File: src/rtl/regfile_arb_pkg.sv
// Shared encodings and default widths for the register-file arbiter.
package regfile_arb_pkg;

  localparam int unsigned DATA_WIDTH_DEF = 8;
  localparam int unsigned ADDR_BITS_DEF  = 4;

  typedef enum logic [1:0] {
    IDLE   = 2'd0,
    ACCESS = 2'd1,
    WAIT   = 2'd2
  } state_t;

  localparam logic REQ_ID0 = 1'b0;
  localparam logic REQ_ID1 = 1'b1;

endpackage

File: src/rtl/regfile_arbiter_if.sv
// Requester handshakes and register-file port of the arbiter.
// slave = arbiter side, master = requesters plus register file.
interface regfile_arbiter_if #(
  parameter int unsigned DATA_WIDTH = regfile_arb_pkg::DATA_WIDTH_DEF,
  parameter int unsigned ADDR_BITS  = regfile_arb_pkg::ADDR_BITS_DEF
);
  logic                  REQ0, REQ1;
  logic                  WE0, WE1;
  logic [ADDR_BITS-1:0]  ADDR0, ADDR1;
  logic [DATA_WIDTH-1:0] WDATA0, WDATA1;
  logic                  GNT0, GNT1;
  logic                  RD_VALID0, RD_VALID1;
  logic [DATA_WIDTH-1:0] RD_DATA0, RD_DATA1;
  logic                  RF_WrEn, RF_RdEn;
  logic [ADDR_BITS-1:0]  RF_Address;
  logic [DATA_WIDTH-1:0] RF_WrData;
  logic [DATA_WIDTH-1:0] RF_RdData;
  logic                  BUSY;

  modport slave (
    input  REQ0, REQ1, WE0, WE1, ADDR0, ADDR1, WDATA0, WDATA1, RF_RdData,
    output GNT0, GNT1, RD_VALID0, RD_VALID1, RD_DATA0, RD_DATA1,
           RF_WrEn, RF_RdEn, RF_Address, RF_WrData, BUSY
  );

  modport master (
    output REQ0, REQ1, WE0, WE1, ADDR0, ADDR1, WDATA0, WDATA1, RF_RdData,
    input  GNT0, GNT1, RD_VALID0, RD_VALID1, RD_DATA0, RD_DATA1,
           RF_WrEn, RF_RdEn, RF_Address, RF_WrData, BUSY
  );
endinterface

File: src/rtl/rr_pick2.sv
// Combinational two-way winner select. Round-robin on ties by default;
// RF_ARB_FIXED_PRIO_EN makes requester 0 always win a tie.
module rr_pick2
  import regfile_arb_pkg::*;
(
  input  logic req0,
  input  logic req1,
  input  logic last_winner,
  output logic winner,
  output logic any_req
);

`ifdef RF_ARB_FIXED_PRIO_EN
  logic unused_last;
  assign unused_last = last_winner;

  always_comb begin
    any_req = req0 | req1;
    winner  = req0 ? REQ_ID0 : REQ_ID1;
  end
`else
  always_comb begin
    any_req = req0 | req1;
    if (req0 && req1) winner = ~last_winner;
    else              winner = req0 ? REQ_ID0 : REQ_ID1;
  end
`endif

endmodule

File: src/rtl/regfile_arbiter.sv
// Two-requester arbiter/sequencer driving the single-port register file.
// Optional build macro: RF_ARB_FIXED_PRIO_EN (fixed priority, no last-winner flag).
module regfile_arbiter
  import regfile_arb_pkg::*;
#(
  parameter int unsigned DATA_WIDTH = DATA_WIDTH_DEF,
  parameter int unsigned ADDR_BITS  = ADDR_BITS_DEF
) (
  input  logic              CLK,
  input  logic              RST,
  regfile_arbiter_if.slave  bus
);

  state_t                state_q, state_d;
  logic                  owner_q, owner_d;
  logic                  gnt0_q, gnt0_d, gnt1_q, gnt1_d;
  logic                  wren_q, wren_d, rden_q, rden_d;
  logic [ADDR_BITS-1:0]  addr_q, addr_d;
  logic [DATA_WIDTH-1:0] wdata_q, wdata_d;
  logic                  rdv0_q, rdv0_d, rdv1_q, rdv1_d;
  logic [DATA_WIDTH-1:0] rdd0_q, rdd0_d, rdd1_q, rdd1_d;
  logic                  busy_q, busy_d;
  logic                  last_w, winner, any_req;

`ifdef RF_ARB_FIXED_PRIO_EN
  assign last_w = REQ_ID1;
`else
  logic last_q, last_d;
  assign last_w = last_q;

  always_ff @(posedge CLK or negedge RST) begin
    if (!RST) last_q <= REQ_ID1;
    else      last_q <= last_d;
  end
`endif

  rr_pick2 u_pick (
    .req0        (bus.REQ0),
    .req1        (bus.REQ1),
    .last_winner (last_w),
    .winner      (winner),
    .any_req     (any_req)
  );

  // State and registered outputs
  always_ff @(posedge CLK or negedge RST) begin
    if (!RST) begin
      state_q <= IDLE;
      owner_q <= REQ_ID0;
      gnt0_q  <= 1'b0;
      gnt1_q  <= 1'b0;
      wren_q  <= 1'b0;
      rden_q  <= 1'b0;
      addr_q  <= '0;
      wdata_q <= '0;
      rdv0_q  <= 1'b0;
      rdv1_q  <= 1'b0;
      rdd0_q  <= '0;
      rdd1_q  <= '0;
      busy_q  <= 1'b0;
    end else begin
      state_q <= state_d;
      owner_q <= owner_d;
      gnt0_q  <= gnt0_d;
      gnt1_q  <= gnt1_d;
      wren_q  <= wren_d;
      rden_q  <= rden_d;
      addr_q  <= addr_d;
      wdata_q <= wdata_d;
      rdv0_q  <= rdv0_d;
      rdv1_q  <= rdv1_d;
      rdd0_q  <= rdd0_d;
      rdd1_q  <= rdd1_d;
      busy_q  <= busy_d;
    end
  end

  // Next state and next outputs; strobes are pulses, address/data hold
  always_comb begin
    state_d = state_q;
    owner_d = owner_q;
    gnt0_d  = 1'b0;
    gnt1_d  = 1'b0;
    wren_d  = 1'b0;
    rden_d  = 1'b0;
    addr_d  = addr_q;
    wdata_d = wdata_q;
    rdv0_d  = 1'b0;
    rdv1_d  = 1'b0;
    rdd0_d  = rdd0_q;
    rdd1_d  = rdd1_q;
`ifndef RF_ARB_FIXED_PRIO_EN
    last_d  = last_q;
`endif

    case (state_q)
      IDLE: begin
        if (any_req) begin
          state_d = ACCESS;
          owner_d = winner;
`ifndef RF_ARB_FIXED_PRIO_EN
          last_d  = winner;
`endif
          if (winner == REQ_ID0) begin
            gnt0_d  = 1'b1;
            wren_d  = bus.WE0;
            rden_d  = ~bus.WE0;
            addr_d  = bus.ADDR0;
            wdata_d = bus.WDATA0;
          end else begin
            gnt1_d  = 1'b1;
            wren_d  = bus.WE1;
            rden_d  = ~bus.WE1;
            addr_d  = bus.ADDR1;
            wdata_d = bus.WDATA1;
          end
        end
      end
      ACCESS: state_d = wren_q ? IDLE : WAIT;
      WAIT: begin
        state_d = IDLE;
        if (owner_q == REQ_ID0) begin
          rdd0_d = bus.RF_RdData;
          rdv0_d = 1'b1;
        end else begin
          rdd1_d = bus.RF_RdData;
          rdv1_d = 1'b1;
        end
      end
      default: state_d = IDLE;
    endcase

    busy_d = (state_d != IDLE);
  end

  assign bus.GNT0       = gnt0_q;
  assign bus.GNT1       = gnt1_q;
  assign bus.RF_WrEn    = wren_q;
  assign bus.RF_RdEn    = rden_q;
  assign bus.RF_Address = addr_q;
  assign bus.RF_WrData  = wdata_q;
  assign bus.RD_VALID0  = rdv0_q;
  assign bus.RD_VALID1  = rdv1_q;
  assign bus.RD_DATA0   = rdd0_q;
  assign bus.RD_DATA1   = rdd1_q;
  assign bus.BUSY       = busy_q;

endmodule
File: src/flat_wrapper.sv
// flat-port wrapper written by rule: the top's interface ports become plain ports
module regfile_arbiter_flat import regfile_arb_pkg::*;
#(
  parameter int unsigned DATA_WIDTH = DATA_WIDTH_DEF,
  parameter int unsigned ADDR_BITS  = ADDR_BITS_DEF
)
  (CLK, RST, bus_REQ0, bus_REQ1, bus_WE0, bus_WE1, bus_ADDR0, bus_ADDR1, bus_WDATA0, bus_WDATA1, bus_RF_RdData, bus_GNT0, bus_GNT1, bus_RD_VALID0, bus_RD_VALID1, bus_RD_DATA0, bus_RD_DATA1, bus_RF_WrEn, bus_RF_RdEn, bus_RF_Address, bus_RF_WrData, bus_BUSY);
  regfile_arbiter_if #(.DATA_WIDTH(DATA_WIDTH), .ADDR_BITS(ADDR_BITS)) bus_i ();
  input  logic CLK;
  input  logic RST;
  input wire logic [$bits(bus_i.REQ0)-1:0] bus_REQ0;
  input wire logic [$bits(bus_i.REQ1)-1:0] bus_REQ1;
  input wire logic [$bits(bus_i.WE0)-1:0] bus_WE0;
  input wire logic [$bits(bus_i.WE1)-1:0] bus_WE1;
  input wire logic [$bits(bus_i.ADDR0)-1:0] bus_ADDR0;
  input wire logic [$bits(bus_i.ADDR1)-1:0] bus_ADDR1;
  input wire logic [$bits(bus_i.WDATA0)-1:0] bus_WDATA0;
  input wire logic [$bits(bus_i.WDATA1)-1:0] bus_WDATA1;
  input wire logic [$bits(bus_i.RF_RdData)-1:0] bus_RF_RdData;
  output wire logic [$bits(bus_i.GNT0)-1:0] bus_GNT0;
  output wire logic [$bits(bus_i.GNT1)-1:0] bus_GNT1;
  output wire logic [$bits(bus_i.RD_VALID0)-1:0] bus_RD_VALID0;
  output wire logic [$bits(bus_i.RD_VALID1)-1:0] bus_RD_VALID1;
  output wire logic [$bits(bus_i.RD_DATA0)-1:0] bus_RD_DATA0;
  output wire logic [$bits(bus_i.RD_DATA1)-1:0] bus_RD_DATA1;
  output wire logic [$bits(bus_i.RF_WrEn)-1:0] bus_RF_WrEn;
  output wire logic [$bits(bus_i.RF_RdEn)-1:0] bus_RF_RdEn;
  output wire logic [$bits(bus_i.RF_Address)-1:0] bus_RF_Address;
  output wire logic [$bits(bus_i.RF_WrData)-1:0] bus_RF_WrData;
  output wire logic [$bits(bus_i.BUSY)-1:0] bus_BUSY;
  assign bus_i.REQ0 = bus_REQ0;
  assign bus_i.REQ1 = bus_REQ1;
  assign bus_i.WE0 = bus_WE0;
  assign bus_i.WE1 = bus_WE1;
  assign bus_i.ADDR0 = bus_ADDR0;
  assign bus_i.ADDR1 = bus_ADDR1;
  assign bus_i.WDATA0 = bus_WDATA0;
  assign bus_i.WDATA1 = bus_WDATA1;
  assign bus_i.RF_RdData = bus_RF_RdData;
  assign bus_GNT0 = bus_i.GNT0;
  assign bus_GNT1 = bus_i.GNT1;
  assign bus_RD_VALID0 = bus_i.RD_VALID0;
  assign bus_RD_VALID1 = bus_i.RD_VALID1;
  assign bus_RD_DATA0 = bus_i.RD_DATA0;
  assign bus_RD_DATA1 = bus_i.RD_DATA1;
  assign bus_RF_WrEn = bus_i.RF_WrEn;
  assign bus_RF_RdEn = bus_i.RF_RdEn;
  assign bus_RF_Address = bus_i.RF_Address;
  assign bus_RF_WrData = bus_i.RF_WrData;
  assign bus_BUSY = bus_i.BUSY;
  regfile_arbiter #(.DATA_WIDTH(DATA_WIDTH), .ADDR_BITS(ADDR_BITS)) u_core (.CLK(CLK), .RST(RST), .bus(bus_i));
endmodule
File: config.mk
export PLATFORM = sky130hd
export DESIGN_NAME = regfile_arbiter_flat
export DESIGN_NICKNAME = d
export VERILOG_FILES = /design/src/rtl/regfile_arb_pkg.sv /design/src/rtl/regfile_arbiter_if.sv /design/src/rtl/rr_pick2.sv /design/src/rtl/regfile_arbiter.sv /design/src/flat_wrapper.sv
export SDC_FILE = /design/constraint.sdc
export NUM_CORES = 1
export LEC_CHECK = 0
export BUFFER_PORTS_ARGS = -buffer_cell sky130_fd_sc_hd__buf_4
export CAP_MARGIN = 40
export CORE_MARGIN = 5
export CORE_UTILIZATION = 35
export DETAILED_ROUTE_END_ITERATION = 7
export SLEW_MARGIN = 40
export SYNTH_ARGS = -nofsm -noshare
export SYNTH_HDL_FRONTEND = slang
export SYNTH_SLANG_ARGS = --single-unit
File: constraint.sdc
create_clock -name CLK -period 3.9 [get_ports CLK]
set_input_delay 0 -clock CLK [delete_from_list [all_inputs] [get_ports CLK]]
set_output_delay 0 -clock CLK [all_outputs]
set_load 0.01 [all_outputs]
==> Word-level counts from Yosys, hierarchy flattened <==
Index checks and enable logic that the tools add are counted.
W data, S select, Z words.
{ "word_totals": {"wordCells": 50, "output_inout_bits": 35, "register_bits": 39} }
{ "classes": {"n_mux": 23, "n_eq_ne": 2, "n_reduce_logical": 6, "n_bitwise": 5} }
{ "op_table": {"columns": ["op", "n"], "rows": [
  ["$mux W1", 18],
  ["$mux W8", 1],
  ["$reduce_and A2 Y1", 3],
  ["$mux W2", 2],
  ["$mux W4", 1],
  ["$not A1 Y1", 4],
  ["$pmux W2 S2", 1],
  ["$eq A2 B1 Y1 const B", 1],
  ["$eq A2 B2 Y1 const B", 1],
  ["$logic_not A2 Y1", 1],
  ["$reduce_bool A2 Y1", 1],
  ["$logic_and A1 B1 Y1", 1],
  ["$or A1 B1 Y1", 1]
]} }

==> Longest topological paths before layout <==
{ "depth": {"word_depth": 5, "mapped_depth": 6, "mapped_depth_nobuf": 4} }

==> Hierarchy <==
From an unflattened synthesis, not the netlist that was laid out.
{ "hier_totals": {"cells_unflattened": 101, "area_unflattened_um2": 1626.6} }
{ "modules_own_cells": {"columns": ["mod", "area_each_um2", "cells_each", "seq_area_each_um2", "instances"], "rows": [
  ["regfile_arbiter", 1611.5, 98, 977.2, 1],
  ["rr_pick2", 15.0, 3, 0.0, 1]
]} }

==> Worst setup path after synthesis <==
Ideal clock, no wire load.
{ "synth_timing": {"kind": "flip-flop to flip-flop", "startpoint": "reg u_core.state_q[1]", "endpoint": "reg u_core.rdd0_q[0] (netlist: u_core.bus.RD_DATA0[0])", "required_time_ns": 3.775, "path_buffers": 1, "setup_slack_ns": 2.668, "arrival_ns": 1.107, "stages_incl_launch_ff": 4, "path_cell_list": "dfrtp_1 -> nor3b_2 -> buf_6 -> mux2_2"} }
{ "synth_between": {"elab_chain_cells": 2} }
{ "synth_lines": {"columns": ["element", "line_no", "rtl"], "rows": [
  ["start, declared", "regfile_arbiter.sv:14", "state_t state_q, state_d;"],
  ["start signal, assigned", "regfile_arbiter.sv:62", "state_q <= state_d;"],
  ["$eq A2 B2 Y1", "regfile_arbiter.sv:96", "case (state_q)"],
  ["$reduce_and A2 Y1 (no line)", null, null],
  ["end signal, assigned", "regfile_arbiter.sv:72", "rdd0_q <= rdd0_d;"],
  ["end, declared", "regfile_arbiter.sv:21", "logic [DATA_WIDTH-1:0] rdd0_q, rdd0_d, rdd1_q, rdd1_d;"]
]} }
No other way between the ends.
A chain may end at the register's enable or synchronous reset.

==> Worst setup path in the final report <==
{ "layout_timing": {"startpoint": "reg u_core.state_q[1]", "endpoint": "reg u_core.wdata_q[1] (netlist: u_core.bus.RF_WrData[1])"} }
{ "layout_between": {"elab_chain_cells": 2} }
{ "layout_lines": {"columns": ["element", "line_no", "rtl"], "rows": [
  ["$logic_not A2 Y1", "regfile_arbiter.sv:96", null],
  ["$reduce_and A2 Y1 (no line)", null, null],
  ["end signal, assigned", "regfile_arbiter.sv:69", "wdata_q <= wdata_d;"],
  ["end, declared", "regfile_arbiter.sv:19", "logic [DATA_WIDTH-1:0] wdata_q, wdata_d;"]
]} }
No other way between the ends.

==> key figures <==
Critical path
  • Worst Path Arrival: around 2.2 ns
  • CP Capture Type: register
  • CP max stage cell: dlygate4sd3_1
  • Crit path max-delay family: buffers and inverters
  • WS Path Type: reg2reg
  • Worst Setup SP: u_core.state_q[1]
  • WP data required: 4.07 ns
  • Cells along the critical path: nor2_4 -> nand2_4 -> inv_2 -> a31oi_1 -> dlygate4sd3_1
  • CP max stage delay: approximately 0.58 ns
  • Buf/Inv on CP: 2
  • R2R Path Start: u_core.state_q[1]
  • CP Max Fanout: 15
  • CP Launch Type: register

Clock network
  • Post-CTS resize count: 0
  • H-tree levels: 2
  • Clk_lat worst skew: between 0.2 and 0.3 ns
  • Root Buffer: clkbuf_8
  • Clock sink count: 39
  • CTS tree: yes
  • TritonCTS Buffers: 5
  • CTS clock-pin slew for the worst setup and hold paths: around 0.080 ns
  • Clk buf depth: 2

STA
  • Max-slew violations: 0
  • Final min period: 2.00 ns
  • Final setup fails: 0
  • Setup_tns: 0 ns
  • Worst slew margin: ~54%
  • Fin crit share: 51.3%
  • Worst Setup Slack, final: between 1.5 and 2 ns
  • Layout Skew: 0.00952 ns
  • Slew of the pin with the lowest slew margin: 0.686 ns
  • F_max: between 400 and 500 MHz
  • RSZ-0062 raised after global routing: false
  • Fin. Hold Viols: 0
  • Min Hold Slack: approximately 0.00097 ns

Floorplanning
  • Die Height: approximately 80 um
  • Die X: ~78 um
  • Die ar.: just over 6000 um2
  • Site Rows: 24
  • IO Count: 73
  • Core Area: approximately 4400 um2
  • Starting Density: between 30 and 40%

Synth
  • Post-Syn Area: ~1600 um2
  • Synth Net Count: 172
  • Leading area contributor after synthesis: dfrtp_1
  • Proportion of netlist area held by the largest area contributor: between 50% and 60%
  • Sequential share of the synthesized area: 60.2%
  • Cells after Synth: around 130
  • Mean post-synth cell area: 12.1 um2
  • Ys Warns: 0
  • Area contributors post-synth: dfrtp_1, mux2_2, a31oi_1
  • Seq cells post-synth: 39
  • Cell variety after synth: 24

Finish
  • Most frequent cells in the layout: buf_4, dfrtp_1, dlygate4sd3_1
  • Commonest non-fill, non-tap cell in the layout: buf_4
  • Post-layout util: between 50% and 60%
  • Layout area overhead: 57.5%
  • Antenna diodes: 0
  • Final instance area: between 2000 and 3000 um2
  • Layout cells sized above 1: between 40% and 50%
  • NumNets Final: roughly 270
  • Area of the multi-input gates: 574 um2
  • Fill count: about 350
  • FF+latch area: 977 um2
  • Non-filler instance count after layout: 284

Global route
  • Largest net degree at the start of global routing: 40
  • GRT Resource Usage Total: about 15%
  • Vias in the first global route: ~1.6k
  • First-pass GRT wire length: between 7000 and 8000 um
  • Initial antenna violation count: 0
  • GRT overflow: 0

Routing
  • Via count: 1449
  • DRC Markers: 0
  • Drt via density: 5.10
  • Antenna Nets Post-Route: 0
  • DRT Pass-1 Iters: 5
  • DRT iter0 DRCs: 52
  • DRT Wirelength: 4420 um
  • Drt wl/cell: 15.6 um

Pwr
  • VDD IR-drop max: roughly 300 uV
  • NetSw: 0.636 mW
  • Leak pwr: about 1.2 nW
  • Sw frac: between 30 and 40%
  • Overall power: ~1.9 mW
  • Pwr dens: between 700 and 800 nW/um2
  • Reg power frac: 37.7%
  • Clock group share of total power: 18.0%
  • Internal Pwr Total: approximately 1.3 mW
  • Combinational fraction of design power: between 40% and 50%

Placed design
  • Placed cells: approximately 250
  • Hpwl dp: around 3000 um
  • Post-DP Area: roughly 2200 um2
  • Pre-CTS setup slack: 2.28 ns
  • Gpl congestion: approximately 0.76
  • Port-buffer cells: slightly above 70

Hold path
  • Hold_sp: bus_ADDR0[3]
  • HP Class: in2reg

Job
  • Max-cap violations: 0

Status
  • Status: complete, no violations
## cell type report
class                           instances  area share [%]
Clock buffer                            6            3.23
Clock inverter                          2            1.37
Inverter                                3           0.441
Multi-Input combinational cell         83            22.5
Sequential cell                        39            38.2
Tap cell                               52            2.55
Timing Repair Buffer                   99            31.7
## worst register-to-register path, stage by stage (launching register included)
cell and delay (ns):
dfrtp_1 0.47, nor2_4 0.38, nand2_4 0.11, inv_2 0.23
a31oi_1 0.12, dlygate4sd3_1 0.58
## logic make-up after synthesis
family                 count (synthesis)  synth area share (%)
and+or+nand+nor                       25                  10.0
buffers and inverters                 12                  4.39
DFF                                   39                  60.2
muxes                                 16                  11.1
AOI/OAI and AO/OA                     42                  14.3
## registers in the layout, summed over array words and instances (netlist names)
signal,flops
u_core.bus.RF_WrEn,1
u_core.bus.RF_RdEn,1
u_core.bus.RF_WrData,8
u_core.bus.BUSY,1
u_core.bus.RD_DATA0,8
u_core.state_q,2
u_core.last_q,1
u_core.bus.RF_Address,4
u_core.owner_q,1
u_core.bus.GNT1,1
u_core.bus.RD_DATA1,8
u_core.bus.RD_VALID1,1
u_core.bus.RD_VALID0,1
u_core.bus.GNT0,1
## per-layer routing
layer	routed length, um	vias to the layer above	GRT usage [%]
li1	-	683	-
met3	484	9	6.29
met5	0	-	0
met4	83	0	4.05
met2	1930	77	23.2
met1	1930	680	19.4
## what timing repair did
item	CTS	global route
endpoints found under the hold margin	65	0
hold buffers	27	0
setup buffers	0	0
setup endpoints to repair	0	0
## power groups by stage
stage | combinational [mW] | clock, mW | sequential (mW)
detailed placement | 0.768 | 0 | 0.729
global placement | 0.748 | 0 | 0.723
CTS | 0.851 | 0.350 | 0.724
global route | 0.927 | 0.369 | 0.746
floorplan | 0.322 | 0 | 0.796
finish | 0.848 | 0.344 | 0.723
## synthesized netlist by cell type (all sizes together)
library cell,number
dfrtp,38
mux2,16
a21oi,15
a31oi,13
nand3,13
o21ai,13
buf,6
clkbuf,3
inv,3
nand2,2
nand2b,2
nor3b,2
and2b,1
and3,1
dfstp,1
nand3b,1
nor2,1
nor3,1
o32a,1
or2,1
## final timing paths
| kind | to | slack, ns | cells past startpoint |
|---|---|---|---|
| setup / recovery | u_core.bus.RF_WrData[1] | 1.90 | 5 |
| hold / removal | u_core.bus.RF_Address[3] | 0.001 | 3 |
| setup reg to reg | u_core.bus.RF_WrData[1] | 1.90 | 5 |
| hold reg to reg | u_core.state_q[1] | 0.47 | 1 |
| max in group asynchronous | u_core.last_q | 3.34 | 2 |
| min in group asynchronous | u_core.state_q[1] | 0.21 | 2 |
Note: power is estimated with default switching activity, not from simulation.
